$ cat src/rtl/ss_addsub_acc_if.sv
// Signal bundle for ss_addsub_acc: count enable, signed stochastic input streams,
// zero-result sign policy, and the registered output bit, sign, clamp flag and accumulator monitor.
interface ss_addsub_acc_if #(
  parameter int N     = 6,
  parameter int ACC_W = 5
);
  logic             EN;
  logic [N-1:0]     IN;
  logic [N-1:0]     SIGN;
  logic             R_condition;
  logic             OUT;
  logic             SIGN_out;
  logic             SAT;
  logic [ACC_W-1:0] ACC_MON;

  modport master (
    output EN, IN, SIGN, R_condition,
    input  OUT, SIGN_out, SAT, ACC_MON
  );

  modport slave (
    input  EN, IN, SIGN, R_condition,
    output OUT, SIGN_out, SAT, ACC_MON
  );
endinterface

$ cat src/rtl/ss_addsub_acc.sv
// N-input signed stochastic adder/subtractor: the net signed bit count feeds a saturating
// residue accumulator that emits at most one sign-magnitude output bit per cycle.
module ss_addsub_acc #(
  parameter int N        = 6,
  parameter int ACC_W    = 5,
  parameter int DEADBAND = 0
) (
  input logic            CLK,
  input logic            INIT,
  ss_addsub_acc_if.slave bus
);
  localparam int D_W = $clog2(N + 1) + 1;
  localparam int T_W = ACC_W + 1;

  localparam logic signed [T_W-1:0] POS_MAX = T_W'((1 << (ACC_W - 1)) - 1);
  localparam logic signed [T_W-1:0] NEG_MAX = -POS_MAX;
  localparam logic signed [T_W-1:0] POS_DB  = T_W'(DEADBAND);
  localparam logic signed [T_W-1:0] NEG_DB  = -POS_DB;
  localparam logic signed [T_W-1:0] ONE     = T_W'(1);

  logic signed [ACC_W-1:0] acc;
  logic                    out_q;
  logic                    sign_q;
  logic                    sat_q;

  logic [D_W-1:0]          p_cnt;
  logic [D_W-1:0]          m_cnt;
  logic signed [D_W-1:0]   d;
  logic signed [T_W-1:0]   t;
  logic signed [T_W-1:0]   a;
  logic signed [T_W-1:0]   a_clip;
  logic                    out_nxt;
  logic                    sign_nxt;
  logic                    sat_nxt;

  // NOTE: combinational logic uses blocking '=' so later statements see the updated
  // value (the popcount accumulates); every output gets a default first so no latch forms.
  always_comb begin
    p_cnt = '0;
    m_cnt = '0;
    for (int i = 0; i < N; i++) begin
      p_cnt = p_cnt + D_W'(bus.IN[i] & ~bus.SIGN[i]);
      m_cnt = m_cnt + D_W'(bus.IN[i] & bus.SIGN[i]);
    end
    d = $signed(p_cnt - m_cnt);
    t = $signed({{(T_W - ACC_W){acc[ACC_W-1]}}, acc})
      + $signed({{(T_W - D_W){d[D_W-1]}}, d});

    out_nxt  = 1'b0;
    sign_nxt = bus.R_condition ? sign_q : 1'b0;
    a        = t;
    if (t > POS_DB) begin
      out_nxt  = 1'b1;
      sign_nxt = 1'b0;
      a        = t - ONE;
    end else if (t < NEG_DB) begin
      out_nxt  = 1'b1;
      sign_nxt = 1'b1;
      a        = t + ONE;
    end

    // The most-negative code is never produced, keeping the range symmetric.
    sat_nxt = 1'b0;
    a_clip  = a;
    if (a > POS_MAX) begin
      a_clip  = POS_MAX;
      sat_nxt = 1'b1;
    end else if (a < NEG_MAX) begin
      a_clip  = NEG_MAX;
      sat_nxt = 1'b1;
    end
  end

  // NOTE: registered state uses non-blocking '<=' so all flops update from pre-edge values.
  always_ff @(posedge CLK or posedge INIT) begin
    if (INIT) begin
      acc    <= '0;
      out_q  <= 1'b0;
      sign_q <= 1'b0;
      sat_q  <= 1'b0;
    end else if (bus.EN) begin
      acc    <= a_clip[ACC_W-1:0];
      out_q  <= out_nxt;
      sign_q <= sign_nxt;
      sat_q  <= sat_nxt;
    end else begin
      out_q  <= 1'b0;
      sat_q  <= 1'b0;
    end
  end

  assign bus.OUT      = out_q;
  assign bus.SIGN_out = sign_q;
  assign bus.SAT      = sat_q;
  assign bus.ACC_MON  = acc;
endmodule

$ cat src/flat_wrapper.sv
// flat-port wrapper written by rule: the top's interface ports become plain ports
module ss_addsub_acc_flat 
#(
  parameter int N        = 6,
  parameter int ACC_W    = 5,
  parameter int DEADBAND = 0
)
  (CLK, INIT, bus_EN, bus_IN, bus_SIGN, bus_R_condition, bus_OUT, bus_SIGN_out, bus_SAT, bus_ACC_MON);
  ss_addsub_acc_if #(.N(N), .ACC_W(ACC_W)) bus_i ();
  input logic CLK;
  input logic INIT;
  input wire logic [$bits(bus_i.EN)-1:0] bus_EN;
  input wire logic [$bits(bus_i.IN)-1:0] bus_IN;
  input wire logic [$bits(bus_i.SIGN)-1:0] bus_SIGN;
  input wire logic [$bits(bus_i.R_condition)-1:0] bus_R_condition;
  output wire logic [$bits(bus_i.OUT)-1:0] bus_OUT;
  output wire logic [$bits(bus_i.SIGN_out)-1:0] bus_SIGN_out;
  output wire logic [$bits(bus_i.SAT)-1:0] bus_SAT;
  output wire logic [$bits(bus_i.ACC_MON)-1:0] bus_ACC_MON;
  assign bus_i.EN = bus_EN;
  assign bus_i.IN = bus_IN;
  assign bus_i.SIGN = bus_SIGN;
  assign bus_i.R_condition = bus_R_condition;
  assign bus_OUT = bus_i.OUT;
  assign bus_SIGN_out = bus_i.SIGN_out;
  assign bus_SAT = bus_i.SAT;
  assign bus_ACC_MON = bus_i.ACC_MON;
  ss_addsub_acc #(.N(N), .ACC_W(ACC_W), .DEADBAND(DEADBAND)) u_core (.CLK(CLK), .INIT(INIT), .bus(bus_i));
endmodule
$ cat config.mk
export PLATFORM = sky130hd
export DESIGN_NAME = ss_addsub_acc_flat
export DESIGN_NICKNAME = d
export VERILOG_FILES = /design/src/rtl/ss_addsub_acc_if.sv /design/src/rtl/ss_addsub_acc.sv /design/src/flat_wrapper.sv
export SDC_FILE = /design/constraint.sdc
export NUM_CORES = 1
export LEC_CHECK = 0
export CAP_MARGIN = 0
export CORE_UTILIZATION = 52
export CTS_CLUSTER_SIZE = 16
export DETAILED_ROUTE_END_ITERATION = 16
export PLACE_DENSITY = 0.91
export REMOVE_ABC_BUFFERS = 1
export SLEW_MARGIN = 20
export SYNTH_ARGS = -nofsm -noshare
export SYNTH_HDL_FRONTEND = slang
export SYNTH_SLANG_ARGS = --single-unit
$ cat constraint.sdc
create_clock -name CLK -period 3.2 [get_ports CLK]
set_input_delay 0.32 -clock CLK [delete_from_list [all_inputs] [get_ports CLK]]
set_output_delay 0.32 -clock CLK [all_outputs]
set_load 0.005 [all_outputs]
==> out/results.ini, run 1 <==
[worst_setup_path]
critPathLaunchType=primary input
worstReg2RegEnd=u_core.bus.ACC_MON[0]$_DFFE_PP0P_
crit_top_cell=fa_2
required_ps=3350
r2r_start=u_core.bus.ACC_MON[0]$_DFFE_PP0P_
r2r_setup_slack_ps=20
worst-path-buf-inv=6
crit_path_cell_trace=buf_6, nor2b_4, fa_1, inv_1, fa_1, inv_2, fa_2, xnor2_2, ha_2, fa_2, inv_2, fa_2, buf_4, ha_2, buf_4, nand4_1, o211ai_1, nand3_1, a31oi_1
cp-end-kind=flip-flop
cpMaxStageDelayCell=fa_2
worstPathArrival_ps=5540
critical-path-top-delay-family=adder cells
max_stage_delay_ps=580
path_max_fanout=5
crit_type=primary input to flip-flop
r2r_cells=10

[layout]
layout_commonest_cell=buf_4
most-common-layout-cells=buf_4 (40), inv_1 (15), clkdlybuf4s50_1 (13)
fin_util_pct=94.0
nFillCells=63
final_area_sq_um=2080
num-nets-final=239
diodes=0
drive_above_1_share_pct=52.5
syn_to_final_growth_pct=70.5

[yosys]
ys.flop_type=dfrtp_1
yosysTopAreaCell=dfrtp_1
synth_cells=133
synth_cell_type_count=55
ys_async_sr_fraction_pct=100
avgSynthCellArea_sq_um=9.17
yosys-top-cells-area=dfrtp_1 (16%), ha_1 (12%), fa_1 (11%), inv_1 (6.2%), xnor2_1 (2.9%)
synth_top_area_share_pct=16.4
ys_warn_count=0
synth-seq-area-share_pct=16.4
ys_ff_latch=8
synth_edf_count=0
syn_area_sq_um=1220

[routing]
dr.pass1.iters=6
viasPerCell=6.83
ant_nets=0
drt_iter0_drc=106
drt_wl_total_um=6150
post_drt_wl_per_cell_um=26.7
num_vias=1570
drc_errors=0

[floorplan]
core_sq_um=2210
ios=24
die_h_um=50.4
rows=17
die_area_sq_um=2540
start_util_pct=55.1
die_w_um=50.4

[run]
cap_violations=0

[clock_network]
htreeDepth=1
cts_tree=yes
cts_root_buf=clkbuf_4
cts_buffers=3
clock_sinks=8
insertion_delay_ps=260
cts_hold_buf=0
cts_buffer_depth=2
clk_pin_slew_ps=60

[sta]
setup_ws_ps=-2190
fin_crit_ps=5390
fin_crit_sh_pct=168
rsz0062_at_grt=yes
skew_ps=0.614
max_freq_ghz=0.186
max_slew_margin_pct=61.3
slew_violations=0
worst_pin_slew_ps=576
setup_viol=8
hold_violations=0

[global_route]
gr-total-overflow=0
grt_max_degree=9
grt_pass1_vias=1551
grt_pass1_wl_um=7960
grt_usage_pct=43.2
antenna_found_initial=0

[placement]
dp_hpwl_um=2940
placed_cell_area_sq_um=1710
place_congestion=0.927
io_buffers=23

[outcome]
failed_checks=setup timing
status=complete, but fails checks

[worst_hold_path]
hold_class=primary input to asynchronous set/reset pin

how the worst max path moves through the flow:
stage	end	slack (ps)	startpoint	depth (start not counted)
2_1_floorplan	u_core.bus.ACC_MON[1]$_DFFE_PP0P_	-1910	bus_SIGN[1]	20
3_3_place_gp	u_core.bus.ACC_MON[1]$_DFFE_PP0P_	-2510	bus_SIGN[1]	21
3_5_place_dp	u_core.bus.ACC_MON[3]$_DFFE_PP0P_	-2690	bus_IN[1]	21
4_1_cts	u_core.bus.SAT$_DFF_PP0_	-1870	bus_IN[3]	20
5_1_grt	u_core.bus.ACC_MON[0]$_DFFE_PP0P_	-2270	bus_IN[4]	20
6_report	u_core.bus.ACC_MON[0]$_DFFE_PP0P_	-2190	bus_IN[3]	19
state kept, by name (all words and copies together) (netlist names):
name	count
u_core.bus.SIGN_out	1
u_core.bus.OUT	1
u_core.bus.ACC_MON	5
u_core.bus.SAT	1
cells by family (layout without fill, tap and decap cells):
| family | count (synthesis) | in the layout | share of synthesized area, % |
|---|---|---|---|
| fa+ha+maj | 20 | 20 | 24.7 |
| flops | 8 | 8 | 16.4 |
| mux | 1 | 1 | 0.821 |
| buf+inv | 21 | 90 | 6.46 |
| xor+xnor | 7 | 7 | 5.64 |
| compound gates | 38 | 38 | 27.8 |
| simple gates | 38 | 38 | 18.2 |
metal layers:
layer  track usage, %  share of wire (%)
met5                0                  0
met1             48.1                 33
met2             79.1                 44
met4             24.5                 12
met3             4.24                 11
Yosys cell counts (2+ instances only):
master	n
a31oi_1	2
o21ai_1	2
o21ai_0	3
nor3_1	3
a22o_1	2
dfrtp_1	8
or3_1	2
nor2b_1	4
xnor2_1	4
or2_4	2
fa_1	7
o22ai_1	2
nand2_1	9
inv_1	20
nor2_1	4
a21oi_1	5
xor2_1	2
and2_1	2
ha_1	12
nand2b_1	3
per-stage QoR:
stage | hold WS (ps) | cells | setup slack [ps] | TNS (ps)
floorplan | 136 | 132 | -1910 | -13270
global placement | 534 | 213 | -2510 | -18650
detailed placement | 555 | 213 | -2690 | -20070
CTS | 325 | 225 | -1870 | -13880
global route | 350 | 230 | -2270 | -16090
finish | 317 | 230 | -2190 | -15220
layout make-up:
type / instances / area (sq um) / share of cell area, %
repair buffers: 67 / 548 / 26.4
inverters: 20 / 75.1 / 3.61
clock buffers: 3 / 22.5 / 1.08
multi-input cells: 104 / 1200 / 57.6
well taps: 28 / 35.0 / 1.68
flip-flops and latches: 8 / 200 / 9.63
what timing repair did:
| action | in CTS | in global routing |
|---|---|---|
| setup buffers | 11 | 5 |
| pin swaps | 29 | 19 |
| cloned | 0 | 0 |
| endpoints found under the setup margin | 8 | 8 |
| resized for setup | 60 | 37 |
Power of run 1 is not shown: default switching activity piles up to over one toggle a cycle in this logic, so the estimate is an artifact.
==> run 2: changes to the inputs <==
Settings changed: CAP_MARGIN 0 to not set, REMOVE_ABC_BUFFERS 1 to not set, SLEW_MARGIN 20 to not set.
==> run 2 against run 1 <==
Effect of this change:
- wire length is 12% lower
- the flow still finishes with violations (setup timing)
- flip-flop and latch count unchanged
- highest routed layer unchanged
- cell count shrank 6.1%
- worst hold slack improved by 17 ps
- critical path type unchanged
- setup slack better by 290 ps
- die area did not move
- sequential share of layout area rose by 0.058 points
- critical endpoint is now u_core.bus.ACC_MON[1]$_DFFE_PP0P_
==> out/results.ini, run 2 (synthesized netlist as in run 1, its figures left out) <==
[worst_setup_path]
r2r_setup_slack_ps=310  ; was 20 ps
max_stage_delay_ps=570  ; was 580 ps
cp-end-kind=flip-flop  ; unchanged
required_ps=3330  ; was 3350 ps
cpMaxStageDelayCell=fa_2  ; unchanged
crit_type=primary input to flip-flop  ; unchanged
crit_top_cell=inv_2  ; was fa_2
worstReg2RegEnd=u_core.bus.ACC_MON[1]$_DFFE_PP0P_  ; was u_core.bus.ACC_MON[0]$_DFFE_PP0P_
critical-path-top-delay-family=adder cells  ; unchanged
critPathLaunchType=primary input  ; unchanged
path_max_fanout=7  ; was 5
r2r_start=u_core.bus.ACC_MON[0]$_DFFE_PP0P_  ; unchanged
crit_path_cell_trace=buf_6, nor2b_4, fa_1, inv_2, fa_1, inv_2, fa_2, xnor2_2, ha_2, fa_2, inv_2, fa_2, inv_2, ha_4, inv_2, or2_4, a2111oi_4, a311oi_2, a21oi_4, a21oi_2, a22o_1  ; was buf_6, nor2b_4, fa_1, inv_1, fa_1, inv_2, fa_2, xnor2_2, ha_2, fa_2, inv_2, fa_2, buf_4, ha_2, buf_4, nand4_1, o211ai_1, nand3_1, a31oi_1
worst-path-buf-inv=6  ; unchanged
worstPathArrival_ps=5220  ; was 5540 ps
r2r_cells=12  ; was 10

[sta]
fin_crit_ps=5090  ; was 5390 ps
slew_violations=0  ; unchanged
skew_ps=2.27  ; was 0.614 ps
max_slew_margin_pct=69.6  ; was 61.3%
fin_crit_sh_pct=159  ; was 168%
setup_viol=8  ; unchanged
rsz0062_at_grt=yes  ; unchanged
worst_pin_slew_ps=451  ; was 576 ps
max_freq_ghz=0.196  ; was 0.186 GHz
hold_ws_ps=334  ; was 317 ps
setup_ws_ps=-1890  ; was -2190 ps
tns_ps=-13820  ; was -15220 ps
hold_violations=0  ; unchanged

[layout]
syn_to_final_growth_pct=69.4  ; was 70.5%
final-seq-area_sq_um=200  ; unchanged
diodes=0  ; unchanged
layout_commonest_cell=buf_4  ; unchanged
drive_above_1_share_pct=52.7  ; was 52.5%
most-common-layout-cells=buf_4 (24), inv_1 (15), clkdlybuf4s50_1 (13)  ; was buf_4 (40), inv_1 (15), clkdlybuf4s50_1 (13)
num-nets-final=225  ; was 239
largest_reg_flops=5  ; unchanged
nFillCells=56  ; was 63
multi_input_area_sq_um=1250  ; was 1200 sq um

[worst_hold_path]
hold_class=primary input to asynchronous set/reset pin  ; unchanged

[global_route]
grt_pass1_wl_um=7200  ; was 7960 um
gr-total-overflow=0  ; unchanged
grt_pass1_vias=1482  ; was 1551
grt_usage_pct=39.0  ; was 43.2%
antenna_found_initial=0  ; unchanged
grt_max_degree=9  ; unchanged

[outcome]
failed_checks=setup timing  ; unchanged
status=complete, but fails checks  ; unchanged

[floorplan]
die_h_um=50.4  ; unchanged
die_area_sq_um=2540  ; unchanged
ios=24  ; unchanged
start_util_pct=55.1  ; unchanged
rows=17  ; unchanged
die_w_um=50.4  ; unchanged
core_sq_um=2210  ; unchanged

[clock_network]
cts_buffers=3  ; unchanged
htreeDepth=1  ; unchanged
clk_pin_slew_ps=50  ; was 60 ps
cts_root_buf=clkbuf_4  ; unchanged
cts_hold_buf=0  ; unchanged
cts_tree=yes  ; unchanged
clock_sinks=8  ; unchanged
cts_buffer_depth=2  ; unchanged
insertion_delay_ps=240  ; was 260 ps

[placement]
io_buffers=23  ; unchanged
place_congestion=0.915  ; was 0.927
dp_hpwl_um=2920  ; was 2940 um

[routing]
ant_nets=0  ; unchanged
drt_iter0_drc=56  ; was 106
drt_wl_total_um=5380  ; was 6150 um
dr.pass1.iters=4  ; was 6
num_vias=1449  ; was 1570
viasPerCell=6.71  ; was 6.83
drc_errors=0  ; unchanged
post_drt_wl_per_cell_um=24.9  ; was 26.7 um

[yosys]
synth_fp_nets=168

[run]
cap_violations=0  ; unchanged

## run 2: area by class of cell
class,count,share of cell area (%)
multi-input combinational,104,60.4
inverter,20,3.63
clock buffer,3,1.09
sequential,8,9.69
tap,28,1.69
timing repair buffer,53,23.5
## run 2: worst max path at each step
stage                     slack [ps]                                 to  cells after the start   startpoint
final                          -1890  u_core.bus.ACC_MON[1]$_DFFE_PP0P_                     21    bus_IN[3]
after detailed placement       -2530  u_core.bus.ACC_MON[1]$_DFFE_PP0P_                     20  bus_SIGN[1]
after CTS                      -1800  u_core.bus.ACC_MON[3]$_DFFE_PP0P_                     19    bus_IN[3]
after floorplan                -1580  u_core.bus.ACC_MON[3]$_DFFE_PP0P_                     20  bus_SIGN[1]
after global routing           -2020  u_core.bus.ACC_MON[0]$_DFFE_PP0P_                     20    bus_IN[3]
after global placement         -2430  u_core.bus.ACC_MON[3]$_DFFE_PP0P_                     20  bus_SIGN[1]
## run 2: what timing repair did
item	in CTS	in global routing
pin swaps	38	18
gates resized for setup	68	17
gates cloned	0	0
setup endpoints to repair	8	8
setup buffers	4	1
## run 2: through the flow
stage                     instances  cell area [sq um]  util, %  setup slack [ps]
after CTS                       216               1970     89.1             -1800
after floorplan                 133               1330        -             -1580
after detailed placement        210               1800     81.6             -2530
after global placement          210               1800     81.6             -2430
after global routing            216               2070     93.4             -2020
final                           216               2070     93.4             -1890
## run 2: metal layers
layer	global-route usage, %	share of wire (%)
met1	40.4	35
met2	71.6	50
met3	6.97	7.9
met4	24.5	6.9
met5	0	0
Power of run 2 is left out for the same reason.
